File: config.mk
export PLATFORM = sky130hd
export DESIGN_NAME = integrator_flat
export DESIGN_NICKNAME = d
export VERILOG_FILES = /design/src/rtl/integrator_pkg.sv /design/src/rtl/integrator_if.sv /design/src/rtl/integrator_shift_add_mult.sv /design/src/rtl/integrator.sv /design/src/flat_wrapper.sv
export SDC_FILE = /design/constraint.sdc
export NUM_CORES = 1
export LEC_CHECK = 0
export ABC_CLOCK_PERIOD_IN_PS = 4100
export CAP_MARGIN = 10
export CORE_ASPECT_RATIO = 0.6
export CORE_MARGIN = 2
export CORE_UTILIZATION = 38
export DETAILED_ROUTE_END_ITERATION = 10
export PLACE_DENSITY = 0.58
export REMOVE_ABC_BUFFERS = 1
export SETUP_SLACK_MARGIN = 0.1
export SYNTH_ARGS = -nofsm -noshare
export SYNTH_HDL_FRONTEND = slang
export SYNTH_SLANG_ARGS = --single-unit
export TNS_END_PERCENT = 30
File: constraint.sdc
create_clock -name clk -period 4.1 [get_ports clk]
set_clock_uncertainty 0.1 [all_clocks]
set_input_delay 0.41 -clock clk [delete_from_list [all_inputs] [get_ports clk]]
set_output_delay 0.41 -clock clk [all_outputs]
set_load 0.005 [all_outputs]
File: src/rtl/integrator_pkg.sv
// Shared PID definitions: default path widths, integrator FSM encoding, saturating clamp.
// Latency: none (types, constants and a combinational helper only).
// Backpressure: not applicable.
package integrator_pkg;

   localparam int PID_E_W       = 8;
   localparam int PID_K_W       = 8;
   localparam int PID_SHIFT     = 4;
   localparam int PID_ACC_W     = 16;
   localparam int PID_OUT_SHIFT = 4;
   localparam int PID_OUT_W     = 8;

   typedef enum logic [1:0] {
      IDLE = 2'd0,
      MUL  = 2'd1,
      ACC  = 2'd2,
      OUT  = 2'd3
   } state_t;

   // Clamp a signed value to the signed range of a w-bit word (w <= 31).
   // The caller truncates the result to w bits; comparing the result with
   // the input tells whether the clamp was applied.
   function automatic logic signed [31:0] sat_clamp(input logic signed [31:0] x, input int w);
      logic signed [31:0] hi;
      logic signed [31:0] lo;
      hi = (32'sd1 <<< (w - 1)) - 32'sd1;
      lo = -(32'sd1 <<< (w - 1));
      if (x > hi) begin
         return hi;
      end else if (x < lo) begin
         return lo;
      end
      return x;
   endfunction

endpackage

File: src/rtl/integrator_if.sv
// Sample-in / contribution-out bundle of the integral path.
// Latency: none (wires only).
// Backpressure: none; samples offered while the block is busy are dropped and flagged.
interface integrator_if #(
   parameter int E_W   = 8,
   parameter int K_W   = 8,
   parameter int OUT_W = 8
);
   logic                    e_valid;
   logic signed [E_W-1:0]   e;
   logic        [K_W-1:0]   K_i;
   logic signed [OUT_W-1:0] i_contrib;
   logic                    i_valid;
   logic                    busy;
   logic                    sat;
   logic                    overrun;

   modport master (
      output e_valid, e, K_i,
      input  i_contrib, i_valid, busy, sat, overrun
   );

   modport slave (
      input  e_valid, e, K_i,
      output i_contrib, i_valid, busy, sat, overrun
   );
endinterface

File: src/rtl/integrator_shift_add_mult.sv
// Sequential signed x unsigned shift-add multiplier, one multiplier bit per cycle, LSB first.
// Latency: B_W enabled cycles after start; done is high during the cycle that adds the last bit.
// Backpressure: ena low freezes it; abort drops an in-flight product; start is only honoured from the caller's idle state.
module shift_add_mult #(
   parameter int A_W = 8,
   parameter int B_W = 8
) (
   input  logic                     clk,
   input  logic                     rst,
   input  logic                     ena,
   input  logic                     abort,
   input  logic                     start,
   input  logic signed [A_W-1:0]    a,
   input  logic        [B_W-1:0]    b,
   output logic signed [A_W+B_W-1:0] prod,
   output logic                     done
);
   localparam int P_W   = A_W + B_W;
   localparam int CNT_W = (B_W > 1) ? $clog2(B_W) : 1;
   localparam logic [CNT_W-1:0] LAST = CNT_W'(B_W - 1);

   logic signed [A_W-1:0] a_q;
   logic        [B_W-1:0] b_q;
   logic        [CNT_W-1:0] cnt;
   logic                  running;
   logic signed [P_W-1:0] addend;

   // Partial product for the current bit: sign-extended multiplicand shifted to the bit position.
   assign addend = P_W'(a_q) << cnt;
   assign done   = running && (cnt == LAST);

   // Operand latch on start, then one conditional add per enabled cycle.
   always_ff @(posedge clk) begin
      if (rst) begin
         a_q     <= '0;
         b_q     <= '0;
         cnt     <= '0;
         running <= 1'b0;
         prod    <= '0;
      end else if (abort) begin
         cnt     <= '0;
         running <= 1'b0;
      end else if (ena) begin
         if (start) begin
            a_q     <= a;
            b_q     <= b;
            cnt     <= '0;
            running <= 1'b1;
            prod    <= '0;
         end else if (running) begin
            if (b_q[cnt]) begin
               prod <= prod + addend;
            end
            if (cnt == LAST) begin
               running <= 1'b0;
            end else begin
               cnt <= cnt + 1'b1;
            end
         end
      end
   end
endmodule

File: src/rtl/integrator.sv
// PID integral path: scale error by K_i, accumulate with anti-windup clamp, register saturated contribution.
// Latency: K_W+2 enabled cycles from accepted e_valid to i_valid; one sample per K_W+3 cycles at best.
// Backpressure: none; e_valid while busy is dropped and sets sticky overrun, ena low freezes everything.
module integrator import integrator_pkg::*; #(
   parameter int E_W       = PID_E_W,
   parameter int K_W       = PID_K_W,
   parameter int SHIFT     = PID_SHIFT,
   parameter int ACC_W     = PID_ACC_W,
   parameter int OUT_SHIFT = PID_OUT_SHIFT,
   parameter int OUT_W     = PID_OUT_W
) (
   input  logic         clk,
   input  logic         rst,
   input  logic         ena,
   input  logic         clear,
   integrator_if.slave  bus
);
   localparam int P_W   = E_W + K_W;
   localparam int SUM_W = ACC_W + 1;

   state_t                  state_q, state_d;
   logic                    mult_start;
   logic                    mult_done;
   logic signed [P_W-1:0]   prod;
   logic signed [P_W-1:0]   term;
   logic signed [SUM_W-1:0] sum;
   logic signed [ACC_W-1:0] acc;
   logic signed [OUT_W-1:0] i_contrib_q;
   logic                    i_valid_q;
   logic                    sat_q;
   logic                    overrun_q;

   shift_add_mult #(.A_W(E_W), .B_W(K_W)) u_mult (
      .clk   (clk),
      .rst   (rst),
      .ena   (ena),
      .abort (clear),
      .start (mult_start),
      .a     (bus.e),
      .b     (bus.K_i),
      .prod  (prod),
      .done  (mult_done)
   );

   // Drop the fractional gain bits (floor), then add with one guard bit so the clamp sees the true sum.
   assign term = prod >>> SHIFT;
   assign sum  = SUM_W'(acc) + SUM_W'(term);

   // State register; clear aborts from any state.
   always_ff @(posedge clk) begin
      if (rst) begin
         state_q <= IDLE;
      end else if (clear) begin
         state_q <= IDLE;
      end else begin
         state_q <= state_d;
      end
   end

   // Next state and multiplier kick-off; nothing advances while ena is low.
   always_comb begin
      state_d    = state_q;
      mult_start = 1'b0;
      if (ena) begin
         case (state_q)
            IDLE: begin
               if (bus.e_valid) begin
                  mult_start = 1'b1;
                  state_d    = MUL;
               end
            end
            MUL:     if (mult_done) state_d = ACC;
            ACC:     state_d = OUT;
            OUT:     state_d = IDLE;
            default: state_d = IDLE;
         endcase
      end
   end

   // Accumulator, output register and status flags.
   always_ff @(posedge clk) begin
      if (rst) begin
         acc         <= '0;
         i_contrib_q <= '0;
         i_valid_q   <= 1'b0;
         sat_q       <= 1'b0;
         overrun_q   <= 1'b0;
      end else if (clear) begin
         acc         <= '0;
         i_contrib_q <= '0;
         i_valid_q   <= 1'b0;
         sat_q       <= 1'b0;
         overrun_q   <= 1'b0;
      end else if (ena) begin
         i_valid_q <= 1'b0;
         if (state_q != IDLE && bus.e_valid) begin
            overrun_q <= 1'b1;
         end
         case (state_q)
            ACC: begin
               acc   <= ACC_W'(sat_clamp(32'(sum), ACC_W));
               sat_q <= (sat_clamp(32'(sum), ACC_W) != 32'(sum));
            end
            OUT: begin
               i_contrib_q <= OUT_W'(sat_clamp(32'(acc >>> OUT_SHIFT), OUT_W));
               i_valid_q   <= 1'b1;
            end
            default: ;
         endcase
      end
   end

   assign bus.i_contrib = i_contrib_q;
   assign bus.i_valid   = i_valid_q;
   assign bus.busy      = (state_q != IDLE);
   assign bus.sat       = sat_q;
   assign bus.overrun   = overrun_q;
endmodule

File: src/flat_wrapper.sv
// flat-port wrapper written by rule: the top's interface ports become plain ports
module integrator_flat import integrator_pkg::*;
#(
   parameter int E_W       = PID_E_W,
   parameter int K_W       = PID_K_W,
   parameter int SHIFT     = PID_SHIFT,
   parameter int ACC_W     = PID_ACC_W,
   parameter int OUT_SHIFT = PID_OUT_SHIFT,
   parameter int OUT_W     = PID_OUT_W
)
  (clk, rst, ena, clear, bus_e_valid, bus_e, bus_K_i, bus_i_contrib, bus_i_valid, bus_busy, bus_sat, bus_overrun);
  integrator_if #(.E_W(E_W), .K_W(K_W), .OUT_W(OUT_W)) bus_i ();
  input  logic clk;
  input  logic rst;
  input  logic ena;
  input  logic clear;
  input wire logic [$bits(bus_i.e_valid)-1:0] bus_e_valid;
  input wire logic [$bits(bus_i.e)-1:0] bus_e;
  input wire logic [$bits(bus_i.K_i)-1:0] bus_K_i;
  output wire logic [$bits(bus_i.i_contrib)-1:0] bus_i_contrib;
  output wire logic [$bits(bus_i.i_valid)-1:0] bus_i_valid;
  output wire logic [$bits(bus_i.busy)-1:0] bus_busy;
  output wire logic [$bits(bus_i.sat)-1:0] bus_sat;
  output wire logic [$bits(bus_i.overrun)-1:0] bus_overrun;
  assign bus_i.e_valid = bus_e_valid;
  assign bus_i.e = bus_e;
  assign bus_i.K_i = bus_K_i;
  assign bus_i_contrib = bus_i.i_contrib;
  assign bus_i_valid = bus_i.i_valid;
  assign bus_busy = bus_i.busy;
  assign bus_sat = bus_i.sat;
  assign bus_overrun = bus_i.overrun;
  integrator #(.E_W(E_W), .K_W(K_W), .SHIFT(SHIFT), .ACC_W(ACC_W), .OUT_SHIFT(OUT_SHIFT), .OUT_W(OUT_W)) u_core (.clk(clk), .rst(rst), .ena(ena), .clear(clear), .bus(bus_i));
endmodule
==> results.toml, run 1 <==
[outcome]
status = "complete, no violations"

[detailed_routing]
drc = 0
ant_nets = 0
first_iter_violations = 283
wl_per_cell_um = 14.94
totalWireLength_um = 10380
viasPerCell = 5.427
dr.pass1.iters = 4
vias = 3772

[yosys]
synthAdderAreaFrac_pct = 14.93
synth_edf_count = 0
netlist_instances = 522
synth_top_family_by_area = "compound AO/OA/AOI/OAI gates"
synth-seq-cells = 65
synth_top_area_share_pct = 30.57
syn_area_mm2 = 0.004257
synth_mux_area_share_pct = 4.733
synthSimpleGateAreaFrac_pct = 14.90
synth-main-ff-cell = "dfxtp_1"
synth_xor_xnor_area_share_pct = 5.556
yosys_warnings = 0
synth_top_cells_by_area = "dfxtp_1 31%, ha_1 11%, a21oi_1 7.4%"
syn_area_per_cell_um2 = 8.154
synthArstFlopShare_pct = 0
synth_compound_area_share_pct = 25.46
yosysUniqueCellTypes = 56
yosysSeqAreaShare_pct = 30.57
synth_area_leader_cell = "dfxtp_1"

[floorplanning]
die_h_um = 85.98
start_util_pct = 39.63
ioPinCount = 33
die-area_mm2 = 0.01209
dieWidth_um = 140.6
placeableCoreArea_mm2 = 0.01074
rows = 29

[setup_path]
r2r_setup_slack_ps = 440
worstPathRequired_ps = 4270
rr_endpoint = "u_core.u_mult.prod[15]$_SDFFE_PP0P_"
crit_path_max_fanout = 10
r2r_start = "u_core.u_mult.cnt[0]$_SDFFE_PP0P_"
cp-end-kind = "flip-flop"
worst-endpoint-arrival_ps = 3830
start_kind = "flip-flop"
crit_type = "reg -> reg"
rr_worst_depth = 12

[clock_tree]
postCtsHoldBufs = 0
cts_tree = "yes"
cts.sinks = 65
cts.htree.levels = 3
cts_root_buf = "clkbuf_16"
cts_buffer_depth = 2
clkLatencyLatePin_ps = 340
clkSlewWorstSetupHoldPaths_ps = 60
numCtsBuffers = 9

[cells_and_area]
layout.nets = 611
final_layout_size_suffix_gt1_share_pct = 10.97
fin_area_mm2 = 0.005072
antennaDiodeCount = 0
area_growth_pct = 19.17

[grt]
grt_max_degree = 31
track_usage_pct = 18.38
grt_pass1_wl_um = 17610
grt_pass1_vias = 3528
antenna_found_initial = 0
grt_overflow_total = 0

[run]
drv_cap = 0

[place]
portBuffers = 32
place_congestion = 0.8548
dp_hpwl_um = 7673
place_area_mm2 = 0.004735
pre_cts_slack_ps = 366.6

[timing]
fin_crit_ps = 3663
hold_ws_ps = 353.2
rsz0062_at_grt = "no"
post-route-period-util_pct = 89.35
setup-violations-final = 0
slew_viol_final = 0
slew_headroom_pct = 26.40
clock.fmax_ghz = 0.2730
worst_slew_pin_slew_ps = 1104
finalHoldViolations = 0
fin_tns_setup_ps = 0
fin_ws_ps = 436.8

[worst_hold_path]
holdPathStages = 2
holdPathEnd = "u_core.u_mult.b_q[7]$_SDFFE_PP0P_"
hold_class = "reg -> reg"
min_from = "u_core.u_mult.b_q[7]$_SDFFE_PP0P_"

[power_and_ir_drop]
total_power_mw = 1.581
peakVddDrop_mv = 0.2166
power_leakage_nw = 2.006
power_density_mw_per_mm2 = 311.7
[power breakdown]
group          internal (mW)  total [mW]  switching (mW)  leakage (nW)
Clock                  0.551       0.848           0.297         0.159
Combinational         0.0413      0.0887          0.0474          1.32
Sequential             0.638       0.644         0.00603         0.525
Total                   1.23        1.58           0.351          2.01
[critical path: stages (launching register included)]
cell and delay [ps]:
dfxtp_1 530, mux2i_1 160, nor3_1 340, ha_1 310, a21o_1 150, a21oi_1 250, o21ai_0 180, a41oi_2 350
o31ai_1 160, o41ai_1 320, xor2_1 140, or3b_2 480, a31oi_1 120
[worst max-delay path by stage]
stage	from	to	slack [ps]
finish	u_core.u_mult.cnt[0]$_SDFFE_PP0P_	u_core.u_mult.prod[15]$_SDFFE_PP0P_	440
global route	u_core.u_mult.cnt[0]$_SDFFE_PP0P_	u_core.u_mult.prod[15]$_SDFFE_PP0P_	130
CTS	u_core.u_mult.cnt[0]$_SDFFE_PP0P_	u_core.u_mult.prod[15]$_SDFFE_PP0P_	350
detailed placement	u_core.u_mult.cnt[1]$_SDFFE_PP0P_	u_core.u_mult.prod[15]$_SDFFE_PP0P_	370
global placement	u_core.u_mult.cnt[1]$_SDFFE_PP0P_	u_core.u_mult.prod[15]$_SDFFE_PP0P_	510
floorplan	u_core.u_mult.cnt[0]$_SDFFE_PP0P_	u_core.u_mult.prod[14]$_SDFFE_PP0P_	580
[per-layer routing]
metal  track usage (%)  part of all wire [%]  wire [um]  vias up
met5                 0                     0          0        -
met4             4.364                  0.79         82        0
met3             4.858                   4.6        482        9
met2             24.66                    37       3860       77
met1             28.58                    57       5955     1757
li1                  -                     -          -     1929
[flip-flops by register name, indices dropped and copies added (netlist names)]
name / cells
u_core.u_mult.b_q: 8
u_core.bus.i_valid: 1
u_core.bus.i_contrib: 8
u_core.u_mult.a_q: 8
u_core.acc: 16
u_core.bus.sat: 1
u_core.state_q: 2
u_core.u_mult.prod: 16
u_core.u_mult.running: 1
u_core.bus.overrun: 1
u_core.u_mult.cnt: 3
[cells by family (layout without fill, tap and decap cells)]
group	count (synthesis)	in the layout
buf+inv	41	75
compound gates	173	173
mux	17	17
xor+xnor	27	27
simple gates	148	148
fa+ha+maj	51	51
flops	65	65
[stage by stage]
step | util, % | std cells
global route | 47.23 | 695
global placement | 44.08 | 679
finish | 47.23 | 695
floorplan | - | 497
CTS | 47.15 | 695
detailed placement | 44.08 | 679
[repair_timing]
action	CTS	global route
resized for setup	0	2
setup buffers	0	0
endpoints found under the setup margin	0	1
[synthesized netlist by cell type, types with 2 or more instances]
cell type   n
nor2_1     46
mux2_2      5
o31ai_1     5
a211oi_1    2
xor2_1      7
nor4_1      3
clkbuf_1   22
a2111oi_0   2
a211o_1     3
fa_1        2
o21a_1      5
inv_1      16
o21bai_1    3
a21o_1      9
a21oi_2     8
nand2_1    67
nand2b_1    5
a31oi_1     2
and2_1      4
ha_1       37
maj3_2     10
o22ai_1     3
or2_2       2
nand3_1     4
maj3_1      2
o21ai_0    40
dfxtp_1    65
mux4_2      2
or3_1       2
a22oi_1    14
a21oi_1    63
nor2b_1     3
nor3_1      7
mux2i_1    10
buf_2       2
xnor2_1    20
[placed cells by master, fill, tap and decap left out, types with 4 or more instances in the layout]
cell	netlist	final
nand2_1	67	67
dfxtp_1	65	64
a21oi_1	63	63
nor2_1	46	46
o21ai_0	40	40
ha_1	37	37
clkdlybuf4s50_1	0	32
xnor2_1	20	20
inv_1	16	16
a22oi_1	14	14
buf_4	0	11
maj3_2	10	10
mux2i_1	10	10
a21o_1	9	9
clkbuf_16	0	9
a21oi_2	8	8
xor2_1	7	7
nor3_1	7	6
o21a_1	5	5
o31ai_1	5	5
nand2b_1	5	5
mux2_2	5	5
nand3_1	4	4
and2_1	4	4
[final cells by class]
type | count | area (um^2)
Timing Repair Buffer | 43 | 402.9
Multi-Input combinational cell | 416 | 2804
Inverter | 16 | 60.06
Clock inverter | 6 | 90.09
Tap cell | 139 | 173.9
Sequential cell | 65 | 1303
Clock buffer | 10 | 239.0
Fill cell | 1037 | 5668
Power figures use the tool's default switching activity.
==> inputs of run 2 (changes only) <==
--- a/constraint.sdc
+++ b/constraint.sdc
@@ -4,2 +4,2 @@
 set_output_delay 0.41 -clock clk [all_outputs]
-set_load 0.005 [all_outputs]
+set_load 0.01 [all_outputs]
==> results of run 2 <==
Same layout as run 1 (identical final DEF). Status: complete, no violations.
==> inputs of run 3 (changes only) <==
- ABC_CLOCK_PERIOD_IN_PS: 4100 -> default
==> results of run 3 <==
Same layout as run 1 (identical final DEF). Status: complete, no violations.
